$ cat src/rtl/cold_room_ctrl.sv
// ---------------------------------------------------------------------------
// cold_room_ctrl
//
// Thermostat controller for the cold-storage room. Sits directly behind the
// DHT11 reader: each rising edge of data_ready captures one temperature /
// humidity sample. The FSM drives the compressor with hysteresis
// (SET_HI / SET_LO). Minimum OFF and ON dwell timers, counted in 1 s ticks,
// protect the compressor from short-cycling. The block enters FAULT when
// no sample has arrived for STALE_S seconds.
//
// Ports
//   clk          in   system clock (single domain)
//   rst_n        in   asynchronous active-low reset
//   en           in   controller enable; low forces WAIT and clears timers
//   temperature  in   8-bit unsigned deg C from the reader
//   humidity     in   8-bit unsigned %RH from the reader
//   data_ready   in   reader strobe; the rising edge marks a new sample
//   compressor   out  compressor relay drive (state == COOL)
//   fan          out  evaporator fan: compressor, or humidity >= HUM_HI
//   alarm        out  FAULT state, or temperature >= ALARM_T
//   state_o      out  FSM state: WAIT=0, OFF=1, COOL=2, FAULT=3
// ---------------------------------------------------------------------------
module cold_room_ctrl #(
    parameter int unsigned TICKS_PER_SEC = 1_000_000,
    parameter logic [7:0]  SET_HI        = 8'd6,
    parameter logic [7:0]  SET_LO        = 8'd2,
    parameter logic [7:0]  ALARM_T       = 8'd12,
    parameter logic [7:0]  HUM_HI        = 8'd90,
    parameter int unsigned MIN_OFF_S     = 180,
    parameter int unsigned MIN_ON_S      = 60,
    parameter int unsigned STALE_S       = 10
) (
    input  logic       clk,
    input  logic       rst_n,
    input  logic       en,
    input  logic [7:0] temperature,
    input  logic [7:0] humidity,
    input  logic       data_ready,
    output logic       compressor,
    output logic       fan,
    output logic       alarm,
    output logic [1:0] state_o
);

    localparam logic [1:0] ST_WAIT  = 2'd0;
    localparam logic [1:0] ST_OFF   = 2'd1;
    localparam logic [1:0] ST_COOL  = 2'd2;
    localparam logic [1:0] ST_FAULT = 2'd3;

    localparam int unsigned PW = (TICKS_PER_SEC > 1) ? $clog2(TICKS_PER_SEC) : 1;
    localparam logic [PW-1:0] PRESC_MAX = PW'(TICKS_PER_SEC - 1);
    localparam logic [15:0]   MIN_OFF   = 16'(MIN_OFF_S);
    localparam logic [15:0]   MIN_ON    = 16'(MIN_ON_S);
    localparam logic [7:0]    STALE_LIM = 8'(STALE_S);

    logic          r_dr_q;
    logic [7:0]    r_temp_q;
    logic [7:0]    r_hum_q;
    logic          r_valid;
    logic [PW-1:0] r_presc;
    logic [15:0]   r_run_s;
    logic [7:0]    r_stale_s;
    logic [1:0]    r_state;
    logic          r_compressor;
    logic          r_fan;
    logic          r_alarm;

    logic          w_new_s;
    logic          w_tick;
    logic          w_stale_exp;
    logic [1:0]    w_state_next;
    logic          w_comp_next;
    logic          w_fan_next;
    logic          w_alarm_next;

    assign w_new_s = data_ready & ~r_dr_q;
    assign w_tick  = en & (r_presc == PRESC_MAX);

    // A sample arriving in the very cycle the stale limit is seen wins:
    // the counter is being cleared, so it must not also trip FAULT.
    assign w_stale_exp = (r_stale_s >= STALE_LIM) & ~w_new_s;

    // Next-state logic. Decisions use the registered sample, so a sample
    // captured at edge N influences the state at edge N+1.
    always_comb begin
        w_state_next = r_state;
        if (!en) begin
            w_state_next = ST_WAIT;
        end else begin
            case (r_state)
                ST_WAIT: begin
                    if (r_valid)
                        w_state_next = ST_OFF;
                end
                ST_OFF: begin
                    if (w_stale_exp)
                        w_state_next = ST_FAULT;
                    else if ((r_temp_q >= SET_HI) && (r_run_s >= MIN_OFF))
                        w_state_next = ST_COOL;
                end
                ST_COOL: begin
                    if (w_stale_exp)
                        w_state_next = ST_FAULT;
                    else if ((r_temp_q <= SET_LO) && (r_run_s >= MIN_ON))
                        w_state_next = ST_OFF;
                end
                default: begin
                    // FAULT: any fresh sample restarts in OFF, which also
                    // restarts the minimum-off timer before cooling resumes.
                    if (w_new_s)
                        w_state_next = ST_OFF;
                end
            endcase
        end
    end

    // Outputs are registered from the next state, so they change on the
    // same edge as state_o.
    always_comb begin
        w_comp_next  = en & (w_state_next == ST_COOL);
        w_fan_next   = w_comp_next | (en & r_valid & (r_hum_q >= HUM_HI));
        w_alarm_next = (en & (w_state_next == ST_FAULT)) |
                       (en & r_valid & (r_temp_q >= ALARM_T));
    end

    // Sample capture. The edge detector keeps tracking data_ready while
    // disabled, so a strobe held across re-enable does not count twice.
    always_ff @(posedge clk or negedge rst_n) begin
        if (!rst_n) begin
            r_dr_q   <= 1'b0;
            r_temp_q <= 8'd0;
            r_hum_q  <= 8'd0;
            r_valid  <= 1'b0;
        end else begin
            r_dr_q <= data_ready;
            if (w_new_s) begin
                r_temp_q <= temperature;
                r_hum_q  <= humidity;
            end
            if (!en)
                r_valid <= 1'b0;
            else if (w_new_s)
                r_valid <= 1'b1;
        end
    end

    // Second prescaler and the two second-counters. The prescaler is
    // free-running while enabled and is not re-phased on state changes.
    always_ff @(posedge clk or negedge rst_n) begin
        if (!rst_n) begin
            r_presc   <= '0;
            r_run_s   <= 16'd0;
            r_stale_s <= 8'd0;
        end else if (!en) begin
            r_presc   <= '0;
            r_run_s   <= 16'd0;
            r_stale_s <= 8'd0;
        end else begin
            r_presc <= w_tick ? '0 : r_presc + 1'b1;

            if (w_state_next != r_state)
                r_run_s <= 16'd0;
            else if (w_tick && (r_run_s != 16'hFFFF))
                r_run_s <= r_run_s + 16'd1;

            if (w_new_s)
                r_stale_s <= 8'd0;
            else if (w_tick && (r_stale_s != 8'hFF))
                r_stale_s <= r_stale_s + 8'd1;
        end
    end

    // State and output registers; reset drops the compressor immediately.
    always_ff @(posedge clk or negedge rst_n) begin
        if (!rst_n) begin
            r_state      <= ST_WAIT;
            r_compressor <= 1'b0;
            r_fan        <= 1'b0;
            r_alarm      <= 1'b0;
        end else begin
            r_state      <= w_state_next;
            r_compressor <= w_comp_next;
            r_fan        <= w_fan_next;
            r_alarm      <= w_alarm_next;
        end
    end

    assign compressor = r_compressor;
    assign fan        = r_fan;
    assign alarm      = r_alarm;
    assign state_o    = r_state;

endmodule
$ cat config.mk
export PLATFORM = sky130hd
export DESIGN_NAME = cold_room_ctrl
export DESIGN_NICKNAME = d
export VERILOG_FILES = /design/src/rtl/cold_room_ctrl.sv
export SDC_FILE = /design/constraint.sdc
export NUM_CORES = 1
export LEC_CHECK = 0
export ABC_AREA = 0
export ABC_CLOCK_PERIOD_IN_PS = 3970
export BUFFER_PORTS_ARGS = -buffer_cell sky130_fd_sc_hd__clkbuf_2
export CAP_MARGIN = 20
export CORE_MARGIN = 3
export CORE_UTILIZATION = 30
export DETAILED_ROUTE_END_ITERATION = 6
export SKIP_LAST_GASP = 1
export SLEW_MARGIN = 20
export SYNTH_ARGS = -nofsm -noshare
export SYNTH_HDL_FRONTEND = slang
export SYNTH_SLANG_ARGS = --single-unit
$ cat constraint.sdc
create_clock -name clk -period 3.97 [get_ports clk]
set_input_delay 0.9925 -clock clk [delete_from_list [all_inputs] [get_ports clk]]
set_output_delay 0.9925 -clock clk [all_outputs]
set_load 0.1 [all_outputs]
==> results by group, run 1 <==
Status
  • Status: finished, final reports clean

Synth
  • Net Count, Synth: 386
  • Post-synth top area share: 0.488
  • Mapped Cells: 361
  • Mapped Area: ~3400 um2
  • Number of flops mapped to enable cells by yosys: 0
  • Yosys top cell by area: dfrtp_1
  • Async SR Flop Fraction: 1.00
  • Synthesized flop and latch total: 66
  • Seq/Total Area, Yosys: 0.488
  • Largest cells by area after synthesis: dfrtp_1 49%, nand2_1 7.4%, xnor2_1 4.1%
  • Syn. warnings: 0
  • Synth cell types: 47
  • Most common cell in the netlist: nand2_1
  • Synth Flop Type: dfrtp_1
  • Most instantiated cells after synthesis: 67 x nand2_1, 66 x dfrtp_1, 31 x nor2_1, 16 x xnor2_1
  • Syn_area_per_cell: 9.38 um2

Global routing
  • Initial antenna violation count: 0
  • Busiest metal layer after global routing: met2
  • Pin count of the biggest net entering global routing: 67
  • GR Util met1: 0.158
  • First-pass GRT wire length: ~12 mm
  • Grt met2 use: 0.177
  • Overflow after GRT: 0
  • Total GRT Usage: 0.116
  • GRT met3 Usage: 0.0356
  • Vias in the first global route: 2628

STA
  • RSZ-0062 raised after global routing: no
  • Final period util: 0.694
  • Slew margin rel.: 0.434
  • Fmax: approximately 360 MHz
  • Final Hold Viols: 0
  • Fin Setup TNS: 0 ns
  • Final Setup Violations: 0
  • Final hold slack: 0.469 ns
  • Tmin final: 2.76 ns
  • Worst slew pin tran: 0.848 ns
  • Layout Skew: 0.00645 ns
  • Fin. max-slew vios: 0
  • Setup WS post-layout: between 1 and 1.5 ns

Final layout
  • Area growth from synthesis to layout: 16.5%
  • Layout cells sized above 1: 0.125
  • Non-filler cells, final: 532
  • Diode count: 0
  • Final nets: 412

Clocking
  • Num CTS Buffers: 9
  • # H-tree levels: 3
  • Worst-path clk slew: 0.05 ns
  • CTS Hold Buffers Added: 0
  • CTS Root Cell: clkbuf_16
  • Clock Path Buffers: 2
  • Post-CTS Setup Bufs: 0
  • Clock latency on the worst-skew pair: 0.33 ns
  • PostCTS Resize Cnt: 0
  • Clock tree sinks: 66
  • CTS tree: built

Floorplan
  • Die area: 12600 um2
  • # IOs: 25
  • Placement Rows: 38
  • CORE AREA: 10900 um2
  • Die H: 112 um
  • Die W: between 100 and 150 um
  • Starting density of the core: 0.309

Pwr
  • Pwr/cell area: between 300 and 400 nW/um2
  • Max IR drop VDD: approximately 230 uV
  • Pwr Total: 1.56 mW
  • Leakage: between 1.5 and 2 nW

Worst setup path
  • Crit Path Category: reg -> reg
  • Critical path endpoint category: flop
  • CP max stage delay: 0.58 ns
  • WP data arrival: about 3.0 ns
  • Crit-path cells: or4_4 -> nor4_4 -> o211ai_4 -> or4_1 -> a211oi_1
  • Slowest cell on crit path: or4_4
  • CP Max Fanout: 28
  • CP Launch Type: flop
  • CP required: 4.20 ns

Job
  • Max-Cap Viols: 0

Drt
  • Iteration-0 DRC Markers: 124
  • Via Count: 2690
  • Vias/cell: 5.06
  • DRC: 0
  • Routed wire length: 7.02 mm
  • First drt pass iteration count: 4
  • Number of routed nets with antenna violations: 0
  • Drt wl/cell: 13.2 um

Place
  • DP HPWL: ~4.6 mm
  • Post-Place Cells: 516
  • Final GP Congestion: 0.732
  • Pre-CTS WS: 0.923 ns
  • I/O Buffers: 23

Hold path
  • HP Class: reg -> reg
==> report_power, final <==
part           internal (mW)  switching, mW
combinational         0.0308         0.0694
clock                  0.472          0.278
sequential             0.698         0.0165
==> cells by family after synthesis <==
group,Yosys count,synth area share
flip-flops,66,0.488
AO/OA/AOI/OAI,59,0.127
AND/OR/NAND/NOR,181,0.271
buffers and inverters,26,0.0318
multiplexers,3,0.00887
adder cells (fa/ha/maj),5,0.0185
XOR/XNOR,21,0.0543
==> routing by layer <==
| metal | part of all wire | vias up |
|---|---|---|
| met4 | 0.0091 | 0 |
| met2 | 0.44 | 46 |
| met5 | 0 | - |
| met3 | 0.050 | 8 |
| li1 | - | 1349 |
| met1 | 0.50 | 1287 |
==> sequential cells by signal (all words and copies together) (netlist names) <==
name        count
alarm           1
compressor      1
fan             1
r_dr_q          1
r_hum_q         7
r_presc        20
r_run_s        16
r_stale_s       8
r_temp_q        8
r_valid         1
state_o         2
==> path summary, 6_finish.rpt <==
| path | slack [ns] | cells past startpoint | start | endpoint |
|---|---|---|---|---|
| max in group asynchronous | 2.57 | 2 | rst_n | r_presc[14] |
| worst min-delay path | 0.47 | 2 | r_hum_q[5] | r_hum_q[5] |
| min in group asynchronous | 0.86 | 2 | rst_n | r_dr_q |
| worst max register to register | 1.21 | 5 | r_presc[13] | r_run_s[15] |
| worst max-delay path | 1.21 | 5 | r_presc[13] | r_run_s[15] |
| worst min register to register | 0.47 | 2 | r_hum_q[5] | r_hum_q[5] |
==> layout by cell type (no fill, tap or decap), drive strengths merged, types with 2 or more instances in the layout <==
cell type   n
a211o       2
a211oi     15
a21oi       7
and2        2
and3        3
and4        5
buf         5
clkbuf     36
clkinv      2
dfrtp      66
ha          5
inv        14
mux2i       3
nand2      67
nand2b      3
nand3      14
nand4      10
nor2       32
nor3        9
nor4        6
o211ai      2
o21a        3
o21ai      11
o31ai      12
or3        11
or4        13
xnor2      16
xor2        5
==> metrics by stage <==
stage | area, um2 | util
3_3_place_gp | 3660 | 0.335
3_5_place_dp | 3660 | 0.335
4_1_cts | 3940 | 0.361
5_1_grt | 3940 | 0.361
6_report | 3940 | 0.361
2_1_floorplan | 3380 | -
==> worst max-delay path, delay by kind of cell (launching register included) <==
family	cells	cell delay (ns)
and+or+nand+nor	3	1.62
DFF	1	0.44
AOI/OAI and AO/OA	2	0.59
==> cell type report <==
type,instances,area (um2)
Clock inverter,2,10.0
Inverter,14,52.6
Sequential cell,66,1650
Fill cell,1126,6990
Tap cell,140,175
Clock buffer,14,274
Timing Repair Buffer,27,145
Multi-Input combinational cell,269,1640
Power figures use the tool's default switching activity.
==> run 2, diff against run 1 <==
Settings changed: ABC_CLOCK_PERIOD_IN_PS 3970 to 2870.
Clock period 3.97 ns to 2.87 ns, I/O delays scaled along.
==> results by group, run 2 (synthesis gave the netlist of run 1 again) <==
Status
  • Status: finished, final reports clean

Place
  • Placed Instance Area: 3710 um2 (+1.4%)
  • Post-Place Cells: 521 (+0.97%)
  • DP HPWL: 4.77 mm (+4.3%)
  • Final GP Congestion: 0.761 (+4.0%)
  • I/O Buffers: 23 (unchanged)

Clocking
  • CTS Root Cell: clkbuf_16
  • Worst-path clk slew: 0.05 ns (about the same)
  • Clock latency on the worst-skew pair: 0.33 ns (about the same)
  • # H-tree levels: 3 (unchanged)
  • CTS Hold Buffers Added: 0 (unchanged)
  • Clock tree sinks: 66 (unchanged)
  • Clock Path Buffers: 2 (unchanged)
  • CTS tree: built
  • Post-CTS Setup Bufs: 0 (unchanged)
  • Num CTS Buffers: 9 (unchanged)
  • PostCTS Resize Cnt: 0 (unchanged)

Global routing
  • Total GRT Usage: 0.120 (+0.00402)
  • Vias in the first global route: 2777 (+5.7%)
  • Overflow after GRT: 0 (unchanged)
  • Initial antenna violation count: 0 (unchanged)
  • First-pass GRT wire length: 12.5 mm (+2.4%)
  • Pin count of the biggest net entering global routing: 30 (-55%)

Drt
  • DRC: 0 (unchanged)
  • Vias/cell: 5.04 (-0.27%)
  • First drt pass iteration count: 4 (unchanged)
  • Iteration-0 DRC Markers: 106 (-15%)
  • Number of routed nets with antenna violations: 0 (unchanged)
  • Drt wl/cell: 13.2 um (about the same)
  • Via Count: 2703 (+0.48%)
  • Routed wire length: 7.07 mm (+0.78%)

Final layout
  • Diode count: 0 (unchanged)
  • Max reg flops: 20 (unchanged)
  • Non-filler cells, final: 536 (+0.75%)
  • Most common cell after layout, fill and taps aside: nand2_1
  • Finished layout cell area: 3990 um2 (+1.2%)
  • Largest registers: r_presc (20), r_run_s (16)
  • Layout cells sized above 1: 0.139 (+0.0139)
  • Final nets: 417 (+1.2%)
  • Most frequent cells in the layout: 67 x nand2_1, 66 x dfrtp_1, 31 x nor2_1
  • Most flops, register: r_presc
  • Area growth from synthesis to layout: 17.9%

STA
  • Fmax: 388 MHz (+6.8%)
  • Worst slew pin tran: 0.672 ns (-0.177 ns)
  • RSZ-0062 raised after global routing: no
  • Fin Setup TNS: 0 ns (unchanged)
  • Final period util: 0.899 (+0.205)
  • Layout Skew: 0.00469 ns (-0.00176 ns)
  • Fin. max-slew vios: 0 (unchanged)
  • Final Hold Viols: 0 (unchanged)
  • Slew margin rel.: 0.540 (+0.106)
  • Final hold slack: 0.436 ns (-0.0327 ns)
  • Tmin final: 2.58 ns (-0.176 ns)
  • Final Setup Violations: 0 (unchanged)

Pwr
  • Flop pwr share: 0.460 (+0.003)
  • Max IR drop VDD: 330 uV (+45%)
  • Pwr Total: 2.15 mW (+37%)
  • Internal Pwr Total: 1.64 mW (+36%)
  • Sw Share: 0.238 (+0.00510)
  • Net Sw Power: 0.510 mW (+40%)
  • Pwr/cell area: 538 nW/um2 (+36%)
  • Clock network power share: 0.473 (-0.006)
  • Combinational fraction of design power: 0.067 (+0.003)
  • Leakage: 1.70 nW (+0.99%)

Floorplan
  • CORE AREA: 10900 um2 (unchanged)
  • Starting density of the core: 0.309 (unchanged)
  • # IOs: 25 (unchanged)
  • Die W: 112 um (unchanged)
  • Die H: 112 um (unchanged)
  • Placement Rows: 38 (unchanged)
  • Die area: 12600 um2 (unchanged)

Job
  • Max-Cap Viols: 0 (unchanged)

Worst setup path
  • Crit Path Category: reg -> reg
  • FF-to-FF path depth: 5 (unchanged)
  • CP Launch Type: flop
  • CP required: 3.10 ns (-1.10 ns)
  • Critical path endpoint category: flop
  • CP Max Fanout: 28 (unchanged)
  • WP data arrival: 2.81 ns (-0.18 ns)

Hold path
  • HP Class: in -> async
## run 2: cell types whose count changed in the layout (fill, tap and decap cells not counted), sizes merged
cell	before	now
buf	5	10
clkbuf	36	33
clkinvlp	0	3
clkinv	2	1
## run 2: final timing paths
kind / from / end / slack, ns
min in group clk: r_temp_q[7] / r_temp_q[7] / 0.47
worst max-delay path: r_presc[13] / r_run_s[7] / 0.29
worst min-delay path: rst_n / r_stale_s[7] / 0.44
worst max register to register: r_presc[13] / r_run_s[7] / 0.29
worst min register to register: r_temp_q[7] / r_temp_q[7] / 0.47
max in group asynchronous: rst_n / alarm / 1.79
## run 2: area by class of cell
type | instances | area [um2]
fill | 1109 | 6950
sequential | 66 | 1650
multi-input combinational | 269 | 1640
clock buffer | 11 | 253
timing repair buffer | 32 | 195
tap | 140 | 175
inverter | 14 | 52.6
clock inverter | 4 | 27.5
## run 2: power by group through the flow
stage / combinational (mW) / clock, mW / sequential (mW)
2_1_floorplan: 0.0680 / 0 / 1.01
3_3_place_gp: 0.144 / 0 / 1.00
3_5_place_dp: 0.147 / 0 / 1.00
4_1_cts: 0.148 / 1.05 / 0.987
5_1_grt: 0.164 / 1.09 / 0.992
6_report: 0.144 / 1.02 / 0.987
## run 2: per-stage QoR
step                utilization  worst slack (ns)
detailed placement        0.339             0.272
global route              0.365            0.0592
CTS                       0.365             0.273
floorplan                     -             0.158
finish                    0.365             0.289
global placement          0.339             0.335
## run 2: worst max-delay path, stage by stage (launching register included)
cell and delay (ns):
dfrtp_1 0.45, or4_4 0.59, nor4_4 0.36, o211ai_4 0.30, or4_1 0.54, a211oi_1 0.24
## run 2: metal layers
metal  global-route usage  vias to the layer above  share of wire
li1                     -                     1357              -
met1                0.152                     1303           0.48
met2                0.194                       38           0.47
met3               0.0394                        5          0.038
met4               0.0369                        0         0.0095
met5                    0                        -              0
==> run 3, diff against run 2 <==
Settings changed: ABC_CLOCK_PERIOD_IN_PS 2870 to 2900.
Clock period 2.87 ns to 2.9 ns, I/O delays scaled along.
==> results by group, run 3 (synthesis gave the netlist of run 1 again) <==
Status
  • Status: finished, final reports clean

Worst setup path
  • CP Launch Type: flop
  • Crit path from: r_presc[13]
  • CP Max Fanout: 28 (unchanged)
  • Reg-to-Reg Start: r_presc[13]
  • WP data arrival: 2.85 ns (+0.04 ns)
  • CP Capture Point: r_run_s[7]
  • FF-to-FF path depth: 5 (unchanged)
  • Crit Path Category: reg -> reg
  • Reg-to-reg slack, setup: 0.28 ns (about the same)
  • R2R Path End: r_run_s[7]
  • CP required: 3.14 ns (+0.04 ns)
  • Critical path endpoint category: flop

Clocking
  • Num CTS Buffers: 9 (unchanged)
  • Clock Path Buffers: 2 (unchanged)
  • Clock tree sinks: 66 (unchanged)
  • Worst-path clk slew: 0.06 ns (about the same)
  • CTS tree: built
  • CTS Root Cell: clkbuf_16
  • # H-tree levels: 3 (unchanged)
  • CTS Hold Buffers Added: 0 (unchanged)
  • Post-CTS Setup Bufs: 0 (unchanged)
  • PostCTS Resize Cnt: 0 (unchanged)
  • Clock latency on the worst-skew pair: 0.33 ns (about the same)

Global routing
  • Initial antenna violation count: 0 (unchanged)
  • Total GRT Usage: 0.123 (+0.00303)
  • Pin count of the biggest net entering global routing: 31 (+3.3%)
  • Vias in the first global route: 2716 (-2.2%)
  • Overflow after GRT: 0 (unchanged)
  • First-pass GRT wire length: 12.8 mm (+2.7%)

Pwr
  • Flop pwr share: 0.458 (-0.002)
  • Pwr Total: 2.14 mW (-0.53%)
  • Max IR drop VDD: 314 uV (-4.8%)
  • Clock network power share: 0.476 (+0.003)
  • Pwr/cell area: 535 nW/um2 (-0.53%)
  • Sw Share: 0.241 (+0.00396)
  • Leakage: 1.70 nW (unchanged)
  • Net Sw Power: 0.516 mW (+1.1%)
  • Internal Pwr Total: 1.62 mW (-1.0%)
  • Combinational fraction of design power: 0.067 (about the same)

Drt
  • Vias/cell: 5.09 (+0.89%)
  • Via Count: 2727 (+0.89%)
  • Routed wire length: 7.03 mm (-0.55%)
  • Iteration-0 DRC Markers: 127 (+20%)
  • Number of routed nets with antenna violations: 0 (unchanged)
  • DRC: 0 (unchanged)
  • First drt pass iteration count: 4 (unchanged)
  • Drt wl/cell: 13.1 um (-0.55%)

Floorplan
  • # IOs: 25 (unchanged)
  • Die H: 112 um (unchanged)
  • Placement Rows: 38 (unchanged)
  • CORE AREA: 10900 um2 (unchanged)
  • Die area: 12600 um2 (unchanged)
  • Die W: 112 um (unchanged)
  • Starting density of the core: 0.309 (unchanged)

Place
  • I/O Buffers: 23 (unchanged)
  • Pre-CTS WS: 0.308 ns (+0.0362 ns)
  • Final GP Congestion: 0.783 (+2.9%)
  • Post-Place Cells: 521 (unchanged)
  • DP HPWL: 4.79 mm (+0.39%)

Final layout
  • Most frequent cells in the layout: 67 x nand2_1, 66 x dfrtp_1, 31 x nor2_1
  • Largest registers: r_presc (20), r_run_s (16)
  • Most common cell after layout, fill and taps aside: nand2_1
  • Area growth from synthesis to layout: 17.9% (unchanged)
  • Diode count: 0 (unchanged)
  • Final core occ: 0.365 (unchanged)
  • Non-filler cells, final: 536 (unchanged)
  • Layout cells sized above 1: 0.139 (unchanged)
  • Final nets: 417 (unchanged)
  • Max reg flops: 20 (unchanged)
  • Most flops, register: r_presc

STA
  • Final period util: 0.903 (+0.00400)
  • Setup WS post-layout: 0.281 ns (-0.00856 ns)
  • Layout Skew: 0.00633 ns (+0.00163 ns)
  • Fmax: 382 MHz (-1.5%)
  • Final Setup Violations: 0 (unchanged)
  • Final Hold Viols: 0 (unchanged)
  • Worst slew pin tran: 0.676 ns (+0.00427 ns)
  • Tmin final: 2.62 ns (+0.0386 ns)
  • RSZ-0062 raised after global routing: no
  • Fin. max-slew vios: 0 (unchanged)
  • Slew margin rel.: 0.538 (-0.00292)
  • Fin Setup TNS: 0 ns (unchanged)

Hold path
  • HP Class: in -> async

Job
  • Max-Cap Viols: 0 (unchanged)
## run 3: cell counts in the layout (fill, tap and decap cells not counted)
No cell type changed its count.
## run 3: worst min-delay path by stage
stage | start | slack (ns) | cells past startpoint | to
6_report | rst_n | 0.43 | 1 | r_hum_q[3]
5_1_grt | rst_n | 0.47 | 1 | r_stale_s[4]
4_1_cts | rst_n | 0.45 | 1 | r_stale_s[4]
3_5_place_dp | r_hum_q[5] | 0.46 | 2 | r_hum_q[5]
3_3_place_gp | r_temp_q[6] | 0.45 | 2 | r_temp_q[6]
2_1_floorplan | rst_n | 0.43 | 0 | alarm
## run 3: power groups by stage
stage	logic [mW]	clock network [mW]	registers, mW
6_report	0.142	1.02	0.977
5_1_grt	0.161	1.08	0.982
3_3_place_gp	0.142	0	0.992
3_5_place_dp	0.144	0	0.994
2_1_floorplan	0.0673	0	1.00
4_1_cts	0.145	1.04	0.977
## run 3: routing by layer
metal	GRT usage	up-vias	share of wire
met5	0	-	0
met4	0.0489	0	0.016
met3	0.0377	11	0.046
met2	0.187	46	0.47
met1	0.163	1315	0.47
li1	-	1355	-
## run 3: worst max-delay path: stages, from the launching register on
cell,delay [ns]
dfrtp_1,0.45
or4_4,0.59
nor4_4,0.37
o211ai_4,0.30
or4_1,0.55
a211oi_1,0.25
## run 3: stage by stage
step,hold slack [ns],instance area [um2]
after floorplan,0.429,3380
after detailed placement,0.461,3710
after global routing,0.471,3990
after global placement,0.453,3710
after CTS,0.448,3990
final,0.428,3990
## run 3: final cells by class
cell class	count	area [um2]
clock buffers	11	253
clock inverters	4	27.5
fillers	1101	6950
inverters	14	52.6
multi-input cells	269	1640
flip-flops and latches	66	1650
well taps	140	175
repair buffers	32	195
